**config.mk**
```make
export PLATFORM = sky130hd
export DESIGN_NAME = cache_fill_fsm
export DESIGN_NICKNAME = d
export VERILOG_FILES = /design/src/rtl/cache_pkg.sv /design/src/rtl/miss_arbiter.sv /design/src/rtl/cache_fill_fsm.sv
export SDC_FILE = /design/constraint.sdc
export NUM_CORES = 1
export LEC_CHECK = 0
export BUFFER_PORTS_ARGS = -buffer_cell sky130_fd_sc_hd__buf_2
export CORE_ASPECT_RATIO = 0.7
export CORE_MARGIN = 3
export CORE_UTILIZATION = 37
export DETAILED_ROUTE_END_ITERATION = 10
export PLACE_DENSITY = 0.76
export SLEW_MARGIN = 0
export SYNTH_ARGS = -nofsm -noshare
export SYNTH_HDL_FRONTEND = slang
export SYNTH_SLANG_ARGS = --single-unit
```
**constraint.sdc**
```tcl
create_clock -name clk -period 1.2 [get_ports clk]
set_input_delay 0.12 -clock clk [delete_from_list [all_inputs] [get_ports clk]]
set_output_delay 0.12 -clock clk [all_outputs]
set_load 0.1 [all_outputs]
```
**src/rtl/cache_pkg.sv**
```systemverilog
// Shared types and constants for the cache block-fill controller.
// Owner encoding is one bit: the side whose block is being filled.
package cache_pkg;
  typedef enum logic [1:0] {IDLE, FILL, TAG} state_e;
  typedef enum logic {OWN_I = 1'b0, OWN_D = 1'b1} owner_e;

  localparam int          BLOCK_WORDS = 8;
  localparam logic [15:0] BLOCK_MASK  = 16'hFFF0;
endpackage

```
**src/rtl/miss_arbiter.sv**
```systemverilog
// D-priority miss arbiter: grants only while the fill engine is idle and
// latches the winning side plus its block-aligned base address.
module miss_arbiter
  import cache_pkg::*;
(
  input  logic        clk,
  input  logic        rst,
  input  logic        grant_en,
  input  logic        i_miss,
  input  logic [15:0] i_miss_addr,
  input  logic        d_miss,
  input  logic [15:0] d_miss_addr,
  output logic        grant,
  output owner_e      owner,
  output logic [15:0] base
);
  owner_e      owner_q, owner_d;
  logic [15:0] base_q, base_d;

  always_comb begin
    grant   = grant_en & (i_miss | d_miss);
    owner_d = owner_q;
    base_d  = base_q;
    if (grant) begin
      if (d_miss) begin
        owner_d = OWN_D;
        base_d  = d_miss_addr & BLOCK_MASK;
      end else begin
        owner_d = OWN_I;
        base_d  = i_miss_addr & BLOCK_MASK;
      end
    end
  end

  always_ff @(posedge clk) begin
    if (rst) begin
      owner_q <= OWN_I;
      base_q  <= 16'h0000;
    end else begin
      owner_q <= owner_d;
      base_q  <= base_d;
    end
  end

  assign owner = owner_q;
  assign base  = base_q;
endmodule

```
**src/rtl/cache_fill_fsm.sv**
```systemverilog
// Block-fill controller: issues one read per cycle for a whole block, forwards
// each returned word to the owning cache in the same cycle, then writes the tag.
module cache_fill_fsm
  import cache_pkg::*;
#(
  parameter int MEM_LATENCY = 4,
  parameter int BLOCK_WORDS = cache_pkg::BLOCK_WORDS
) (
  input  logic        clk,
  input  logic        rst,
  input  logic        i_miss,
  input  logic [15:0] i_miss_addr,
  input  logic        d_miss,
  input  logic [15:0] d_miss_addr,
  output logic        mem_enable,
  output logic [15:0] mem_addr,
  input  logic        mem_data_valid,
  input  logic [15:0] mem_data_in,
  output logic [15:0] fill_data,
  output logic [2:0]  word_num,
  output logic        i_write_data,
  output logic        i_write_tag,
  output logic        d_write_data,
  output logic        d_write_tag,
  output logic        i_stall,
  output logic        d_stall,
  output logic        busy
);
  localparam logic [2:0] LAST_WORD = 3'(BLOCK_WORDS - 1);

  // Memory latency only shapes the external memory; the FSM is latency-agnostic.
  logic [31:0] unused_mem_latency;
  assign unused_mem_latency = 32'(MEM_LATENCY);

  state_e      state_q, state_d;
  logic [2:0]  issue_cnt_q, issue_cnt_d;
  logic [2:0]  recv_cnt_q, recv_cnt_d;
  logic        issue_done_q, issue_done_d;
  logic        busy_q, busy_d;
  logic        grant;
  owner_e      owner;
  logic [15:0] base;
  logic        fill_vld;

  miss_arbiter u_arb (
    .clk         (clk),
    .rst         (rst),
    .grant_en    (state_q == IDLE),
    .i_miss      (i_miss),
    .i_miss_addr (i_miss_addr),
    .d_miss      (d_miss),
    .d_miss_addr (d_miss_addr),
    .grant       (grant),
    .owner       (owner),
    .base        (base)
  );

  always_comb begin
    mem_enable   = (state_q == FILL) && !issue_done_q;
    mem_addr     = mem_enable ? (base + {12'd0, issue_cnt_q, 1'b0}) : 16'h0000;
    // Returns outside FILL belong to an aborted or foreign request and are dropped.
    fill_vld     = (state_q == FILL) && mem_data_valid;
    fill_data    = fill_vld ? mem_data_in : 16'h0000;
    word_num     = fill_vld ? recv_cnt_q : 3'd0;
    d_write_data = fill_vld && (owner == OWN_D);
    i_write_data = fill_vld && (owner == OWN_I);
    d_write_tag  = (state_q == TAG) && (owner == OWN_D);
    i_write_tag  = (state_q == TAG) && (owner == OWN_I);

    state_d      = state_q;
    issue_cnt_d  = issue_cnt_q;
    recv_cnt_d   = recv_cnt_q;
    issue_done_d = issue_done_q;
    case (state_q)
      IDLE: begin
        if (grant) begin
          state_d      = FILL;
          issue_cnt_d  = 3'd0;
          recv_cnt_d   = 3'd0;
          issue_done_d = 1'b0;
        end
      end
      FILL: begin
        if (mem_enable) begin
          issue_cnt_d = issue_cnt_q + 3'd1;
          if (issue_cnt_q == LAST_WORD) issue_done_d = 1'b1;
        end
        if (fill_vld) begin
          recv_cnt_d = recv_cnt_q + 3'd1;
          if (recv_cnt_q == LAST_WORD) state_d = TAG;
        end
      end
      TAG:     state_d = IDLE;
      default: state_d = IDLE;
    endcase
    busy_d = (state_d != IDLE);
  end

  always_ff @(posedge clk) begin
    if (rst) begin
      state_q      <= IDLE;
      issue_cnt_q  <= 3'd0;
      recv_cnt_q   <= 3'd0;
      issue_done_q <= 1'b0;
      busy_q       <= 1'b0;
    end else begin
      state_q      <= state_d;
      issue_cnt_q  <= issue_cnt_d;
      recv_cnt_q   <= recv_cnt_d;
      issue_done_q <= issue_done_d;
      busy_q       <= busy_d;
    end
  end

  assign busy    = busy_q;
  assign d_stall = d_miss | (busy_q && (owner == OWN_D));
  assign i_stall = i_miss | (busy_q && (owner == OWN_I));
endmodule
```
-- Yosys cells after proc, flatten, opt, wreduce, memory -nomap -nowiden
Index checks and enable logic that the tools add are counted.
W data, S select, Z words.
- memory bits (writable): 0
- word-level logic and storage cells: 56
- latch bits: 0
- memories kept: 0
- register bits: 27
- ROM bits: 0
- $mul: 0
- div/mod/pow operators: 0
- muxes and demuxes: 18
- shifts and indexed selects: 0
- $lt $le $gt $ge: 0
- add/sub/neg operators: 3
- bitwise logic cells: 5
- eq/ne operators: 8
- reductions and logical operators: 15
- operators by type and width (cell ; count):
    $mux W16 ; 3
    $add A16 B4 Y16 ; 1
    $mux W3 ; 4
    $pmux W3 S2 ; 2
    $logic_and A1 B1 Y1 ; 8
    $add A3 B1 Y3 const B ; 2
    $eq A3 B3 Y1 const B ; 2
    $mux W2 ; 3
    $ne A2 B2 Y1 const B ; 3
    $reduce_and A3 Y1 ; 2
    $mux W1 ; 4
    $pmux W2 S2 ; 1
    $reduce_and A4 Y1 ; 1
    $reduce_bool A2 Y1 ; 2
    $or A1 B1 Y1 ; 3
    $eq A2 B1 Y1 const B ; 1
    $eq A2 B2 Y1 const B ; 1
    $logic_not A2 Y1 ; 1
    $ne A2 B1 Y1 const B ; 1
    $pmux W1 S2 ; 1
    $and A1 B1 Y1 ; 1
    $logic_not A1 Y1 ; 1
    $not A1 Y1 ; 1

-- Logic depth before layout (Yosys ltp)
Gate-level depths: netlist of run 1.
- depth in word-level cells: 5
- gate-level depth with buffers: 5
- mapped depth without buffers: 5

-- By module
Synthesis of run 1 repeated with hierarchy kept, for this count alone.
- cell total of the unflattened synthesis: 205
- area total of the unflattened synthesis: 1724.2 um2
- modules (own cells, without submodules) (module ; area an instance (um2) ; instances ; cells an instance):
    cache_fill_fsm ; 1034.7 ; 1 ; 142
    miss_arbiter ; 689.4 ; 1 ; 63

-- Worst setup path before layout of run 1
OpenSTA, ideal clock, no wires.
- kind: register -> output
- start point: register state_q[1]
- end point: output port mem_addr[10]
- cell stages (with the launch flop): 5
- setup slack: -0.877 ns
- path buffers: 1
- data arrival time: 1.957 ns
- cells stage by stage: dfxtp_1 > or3b_4 > inv_2 > buf_4 > and2_1
- word-level cells in the longest chain between the ends: 3
- RTL lines (item ; line ; source):
    start, declared ; cache_fill_fsm.sv:35 ; state_e state_q, state_d;
    start signal, assigned ; cache_fill_fsm.sv:107 ; state_q <= state_d;
    $eq A2 B1 Y1 ; cache_fill_fsm.sv:59 ; mem_enable = (state_q == FILL) && !issue_done_q;
    $logic_and A1 B1 Y1 ; cache_fill_fsm.sv:59 ;
    named net mem_enable ; cache_fill_fsm.sv:15 ; output logic mem_enable,
    $mux W16 ; cache_fill_fsm.sv:60 ; mem_addr = mem_enable ? (base + {12'd0, issue_cnt_q, 1'b0}) : 16'h0000;
    end, declared ; cache_fill_fsm.sv:16 ; output logic [15:0] mem_addr,
The timed path passes the listed nets, and every way through them passes these cells.

-- Worst setup path in the final report of run 1
- start point: register state_q[1]
- end point: output port mem_addr[13]
- word-level cells in the longest chain between the ends: 3
- RTL lines (item ; line):
    $eq A2 B1 Y1 ; cache_fill_fsm.sv:59
    $logic_and A1 B1 Y1 ; cache_fill_fsm.sv:59
    $mux W16 ; cache_fill_fsm.sv:60
Every way passes these cells.

==> results of run 1 <==
report_power, final:
part | internal, mW | total [mW] | leakage, nW | switching [mW]
Clock | 0.238 | 0.504 | 0.0228 | 0.267
Sequential | 0.822 | 0.890 | 0.192 | 0.0679
Combinational | 0.621 | 1.53 | 1.13 | 0.912
critical path: cells and delay by family (launching register included):
family	cells	cell delay, ns
AND/OR/NAND/NOR	2	0.62
flip-flops	1	0.36
buffers and inverters	2	0.30
flip-flops by register name, indices dropped and copies added, names as in the netlist:
register / cells
issue_done_q: 1
recv_cnt_q: 3
u_arb.owner: 1
issue_cnt_q: 3
state_q: 2
busy: 1
u_arb.base: 12
area by class of cell:
type / instances / area share (%)
Inverter: 3 / 0.7561
Timing Repair inverter: 1 / 0.2786
Timing Repair Buffer: 111 / 42.78
Sequential cell: 23 / 14.96
Antenna cell: 1 / 0.07959
Clock buffer: 4 / 1.433
Multi-Input combinational cell: 119 / 37.84
Tap cell: 47 / 1.870
worst max path at each step:
stage	startpoint	endpoint	slack (ns)
2_1_floorplan	state_q[1]$_SDFF_PP0_	mem_addr[10]	-0.28
3_3_place_gp	issue_done_q$_SDFFE_PP0P_	mem_addr[15]	-0.13
3_5_place_dp	state_q[0]$_SDFF_PP0_	fill_data[8]	-0.18
4_1_cts	state_q[1]$_SDFF_PP0_	mem_addr[6]	-0.42
5_1_grt	state_q[1]$_SDFF_PP0_	word_num[2]	-0.49
6_report	state_q[1]$_SDFF_PP0_	mem_addr[13]	-0.47
cells in the final DEF, fill, tap and decap left out, types with 2 or more instances in the layout:
cell type | Yosys | layout
a211oi_2 | 0 | 12
a21o_4 | 0 | 2
a21oi_1 | 19 | 5
a21oi_2 | 0 | 8
a21oi_4 | 0 | 6
and2_4 | 0 | 36
and3_4 | 0 | 2
buf_12 | 0 | 45
buf_2 | 0 | 44
buf_4 | 7 | 12
buf_6 | 1 | 7
buf_8 | 0 | 2
clkbuf_8 | 0 | 3
dfxtp_1 | 23 | 17
dfxtp_2 | 0 | 5
ha_1 | 4 | 4
inv_4 | 0 | 2
mux2i_1 | 12 | 12
nand2_1 | 4 | 3
nand2b_1 | 2 | 2
nand4b_1 | 2 | 2
nor2_4 | 1 | 3
o211ai_1 | 2 | 2
o31ai_4 | 0 | 3
routing by layer:
metal  part of all wire (%)  global-route usage, %  vias to the layer above
li1                       -                      -                      761
met1                     37                  34.10                      874
met2                     48                  45.10                      187
met3                    9.6                  6.782                       44
met4                    5.1                  10.54                        0
met5                      0                      0                        -
kinds of logic after synthesis:
logic type	Yosys count	share of synthesized area, %
simple gates	59	27.27
compound gates	43	19.82
flops	23	33.45
buf+inv	16	6.818
mux	12	8.728
fa+ha+maj	4	3.637
other cells	1	0.2725
metrics by stage:
stage | cells | setup slack (ns)
after CTS | 304 | -0.4161
after global placement | 291 | -0.1339
after global routing | 309 | -0.4905
final | 309 | -0.4683
after floorplan | 158 | -0.2803
after detailed placement | 291 | -0.1823
timing repair:
item,CTS,global route
resized for setup,34,51
endpoints found under the setup margin,59,63
gates cloned,2,1
buffers inserted,7,7
pin swaps,16,27
==> metrics.md, run 1 <==
| Metric | Value |
|---|---|
| Leakage | 1.342 nW |
| Worst reg2reg startpoint | state_q[1]$_SDFF_PP0_ |
| Wire per inst | around 27 µm |
| Final number of max-transition violations | 0 |
| Reg2reg end | issue_cnt_q[0]$_SDFFE_PP0P_ |
| Final Hold Slack | 0.1941 ns |
| FF+latch area | around 470 µm² |
| Die footprint | 4499 µm² |
| Vias in the first global route | approximately 1.8k |
| # port buffers | 86 |
| #FFs+latches synth | 23 |
| Netlist Area Pre-Place | ~1400 µm² |
| CP startpoint kind | flip-flop |
| Fillers | 88 |
| Layout area overhead | 128.5% |
| Period Utilization, post-route | 139.0% |
| Top cell type's share of synthesized area | between 30% and 40% |
| Final RePlAce weighted congestion | 0.7587 |
| Worst Skew | between 0.01 and 0.015 ns |
| Ys flop type | dfxtp_1 |
| Die Width | between 70 and 80 µm |
| Failing checks | setup timing |
| Synthesized area per cell | roughly 8.7 µm² |
| Overall power | 2.927 mW |
| CP max stage delay | 0.45 ns |
| Clock buffer depth | 2 |
| Netlist cell types | 32 |
| Most common cell in the netlist | and2_1 |
| Total grt overflow | 0 |
| Fin crit period | between 1.5 and 2 ns |
| Worst-path cell chain | or3b_4 -> inv_6 -> and2_4 -> buf_12 |
| Worst reg2reg path depth | 5 |
| Worst-path clk slew | 0.09 ns |
| DRC | 0 |
| Setup crit end kind | output port |
| Max Fanout on Critical Path | 8 |
| Drt pass-1 iters | 5 |
| Via count | roughly 1.9k |
| # setup viols final | 61 |
| Slew HR | a little over 60% |
| Worst hold stages | 3 |
| Fin area | about 3100 µm² |
| Initial Util | about two fifths |
| Hold_sp | mem_data_valid |
| First-pass GRT wire length | approximately 9.5 mm |
| Post-DP HPWL | between 3 and 4 mm |
| Rows | 17 |
| Run status | finished, violations left |
| Syn Nets | about 220 |
| Initial antenna violation count | 1 |
| Mapped Cells | 158 |
| GRT Overall Usage | 27.14% |
| Clk root buf | clkbuf_8 |
| Warnings from Yosys | 0 |
| Multi-input logic area | 1190 µm² |
| Iter 0 DRT Violations | 182 |
| Num ports | 96 |
| Clock latency on the worst-skew pair | around 0.27 ns |
| CP arrival | 1.55 ns |
| Pwr Density | 931.0 nW/µm² |
| Height of the die | 57.03 µm |
| CTS sink count | 23 |
| F_max | between 0.5 and 0.6 GHz |
| Layout cells sized above 1 | 78.93% |
| Total of max-cap violations | 0 |
| Area contributors post-synth | dfxtp_1 (33%), and2_1 (16%), mux2i_1 (8.7%) |
| Routed Antenna Nets | 0 |
| Req. time, crit path | 1.08 ns |
| Core area | 3339 µm² |
| H-tree levels | 1 |
| Largest net degree at the start of global routing | 23 |
| CTS tree | built |
| Slew @ Worst Pin | 0.5901 ns |
| WS Path Type | flip-flop to output port |
| CTS buffer count | 3 |
| Setup TNS | -20.33 ns |
| Dpl cell area | around 2700 µm² |
| Vias per inst | 6.039 |
| Worst VDD drop | 0.7487 mV |
| Synth area leader | dfxtp_1 |
| Final WS setup | -0.4683 ns |
| Top post-synthesis cells by count | and2_1 (36), dfxtp_1 (23), a21oi_1 (19), a211oi_1 (13), mux2i_1 (12) |
| Crit-path slowest cell | or3b_4 |
| Final #Nets | 319 |
| RSZ-0062 raised after global routing | yes |
| EDFF count, synth | 0 |
| FFs w/ async S/R, synth | 0% |
| Final hold vios | 0 |
| CTS Hold Bufs | 0 |
| WL final | 8.422 mm |
| FF-to-FF setup slack | -0.46 ns |
| Core Util, Final | 94.16% |
| Register area share after synthesis | approximately a third |
| Hold Path Class | primary input to flip-flop |
| Hold Crit Endpoint | state_q[1]$_SDFF_PP0_ |
No activity file was read; power rests on OpenSTA's default activity.
==> inputs of run 2 (changes only) <==
- MAX_ROUTING_LAYER: unset -> met4
==> run 2 against run 1 <==
  * The run still ends with setup timing left
  * Global-route usage up 0.87 points
  * Via count up 4.9%
  * Non-clock buffer count up 1
  * Clock-buffer cell count unchanged
  * Critical endpoint is now mem_addr[12]
==> metrics.md, run 2 (synthesized netlist as in run 1, its figures left out) <==
| Metric | Value |
|---|---|
| Clock latency on the worst-skew pair | 0.28 ns |
| Dpl cell area | between 2000 and 3000 µm² |
| Hold_sp | mem_data_valid |
| Drt pass-1 iters | 4 |
| Slew @ Worst Pin | 0.6176 ns |
| Total of max-cap violations | 0 |
| # port buffers | 86 |
| Iter 0 DRT Violations | 165 |
| Largest net degree at the start of global routing | 23 |
| Vias per inst | 6.293 |
| FF-to-FF setup slack | -0.49 ns |
| WS Path Type | flip-flop to output port |
| Worst-path clk slew | about 0.1 ns |
| Final #Nets | 320 |
| First-pass GRT wire length | 9.549 mm |
| Req. time, crit path | 1.08 ns |
| Reg2reg end | issue_cnt_q[0]$_SDFFE_PP0P_ |
| Worst Skew | approximately 0.018 ns |
| Core area | 3339 µm² |
| Hold Path Class | primary input to flip-flop |
| Pwr Density | 944.6 nW/µm² |
| Failing checks | setup timing |
| Fillers | 89 |
| Most common cell after layout, fill and taps aside | buf_12 |
| Max Fanout on Critical Path | 9 |
| GRT Overall Usage | between 20 and 30% |
| Initial antenna violation count | 2 |
| Finished Layout Cells | 311 |
| CP arrival | 1.58 ns |
| Height of the die | 57.03 µm |
| Worst Setup SP | state_q[1]$_SDFF_PP0_ |
| Vias in the first global route | 1797 |
| Max reg flops | 12 |
| Placed Instances | between 200 and 300 |
| Post-DP HPWL | 3.661 mm |
| Final WS setup | -0.5005 ns |
| # setup viols final | 62 |
| Initial Util | 41.21% |
| Worst reg2reg startpoint | state_q[1]$_SDFF_PP0_ |
| FF+latch area | 473.0 µm² |
| DRC | 0 |
| Clk root buf | clkbuf_8 |
| Wire per inst | 28.98 µm |
| Layout cells sized above 1 | 78.63% |
| Leakage | 1.346 nW |
| CTS buffer count | 3 |
| Overall power | 2.976 mW |
| H-tree levels | 1 |
| Rows | 17 |
| Final number of max-transition violations | 0 |
| WL final | 9.013 mm |
| Via count | just under 2k |
| Worst reg2reg path depth | 5 |
| CP max stage delay | about 0.46 ns |
| Final hold vios | 0 |
| Fin area | approximately 3200 µm² |
| Die Width | 78.90 µm |
| Worst-path cell chain | or3b_4 -> inv_8 -> and2_4 -> buf_12 |
| Most frequent cells in the layout | buf_12 (45), buf_2 (44), and2_4 (36) |
| Run status | finished, violations left |
| Crit-path slowest cell | or3b_4 |
| Multi-input logic area | 1184 µm² |
| Die footprint | 4499 µm² |
| Final RePlAce weighted congestion | between 0.7 and 0.8 |
| CTS tree | built |
| Pre-CTS setup slack | -0.1823 ns |
| Num ports | 96 |
| CP startpoint kind | flip-flop |
| Clock buffer depth | 2 |
| Period Utilization, post-route | 141.7% |
| Worst VDD drop | 0.8901 mV |
| CTS sink count | 23 |
| Layout area overhead | 128.9% |
| F_max | 0.5881 GHz |
| Setup crit end kind | output port |
| Slew HR | 58.82% |
| Total grt overflow | 0 |
| RSZ-0062 raised after global routing | yes |
| Setup crit end | mem_addr[12] |
| Fin crit period | 1.700 ns |
| Routed Antenna Nets | 0 |
-- run 2: cell types whose count changed in the layout (fill, tap and decap cells not counted) --
cell     previous run  this run
buf_4              12        13
dfxtp_2             5         4
dfxtp_4             1         2
diode_2             1         2
nor4_1              0         1
nor4_2              1         0
-- run 2: worst min-delay path by stage --
stage	slack (ns)	end	cells after the start
finish	0.20	state_q[1]$_SDFF_PP0_	3
global route	0.21	state_q[1]$_SDFF_PP0_	3
CTS	0.17	u_arb.owner$_SDFFE_PP0P_	2
detailed placement	0.43	state_q[1]$_SDFF_PP0_	3
global placement	0.43	state_q[1]$_SDFF_PP0_	3
floorplan	0.19	state_q[1]$_SDFF_PP0_	1
-- run 2: worst max-delay path, delay by kind of cell, from the launching register on --
family,cells,cell delay (ns)
flip-flops,1,0.37
AND/OR/NAND/NOR,2,0.62
buffers and inverters,2,0.29
-- run 2: metrics by stage --
step	hold slack [ns]	TNS [ns]	util (%)
2_1_floorplan	0.1896	-4.459	-
3_3_place_gp	0.4313	-5.137	79.54
3_5_place_dp	0.4282	-7.135	79.54
4_1_cts	0.1721	-16.28	86.89
5_1_grt	0.2149	-22.90	94.34
6_report	0.2000	-21.69	94.34
-- run 2: power by group --
group          internal, mW  switching, mW  leakage, nW
Combinational         0.625          0.934         1.13
Sequential            0.821         0.0671        0.192
Clock                 0.239          0.291       0.0228
Total                  1.68           1.29         1.35
-- run 2: metal layers --
metal | part of all wire (%) | GRT usage [%] | up-vias
li1 | - | - | 769
met1 | 35 | 34.67 | 919
met2 | 48 | 44.98 | 194
met3 | 10 | 6.151 | 75
met4 | 7.5 | 10.54 | 0
met5 | 0 | - | -
-- run 2: layout make-up --
class / count / share of cell area (%)
Inverter: 3 / 0.7546
Clock buffer: 4 / 1.430
Timing Repair Buffer: 112 / 42.93
Sequential cell: 23 / 15.01
Tap cell: 47 / 1.867
Antenna cell: 2 / 0.1589
Timing Repair inverter: 1 / 0.2780
Multi-Input combinational cell: 119 / 37.57
-- run 2: what timing repair did --
| action | 4_1_cts | 5_1_grt |
|---|---|---|
| gates cloned | 2 | 1 |
| setup buffers | 7 | 8 |
| hold endpoints to repair | 0 | 0 |
| pin swaps | 16 | 28 |
| gates resized for setup | 34 | 51 |
| endpoints found under the setup margin | 59 | 63 |
| hold buffers | 0 | 0 |
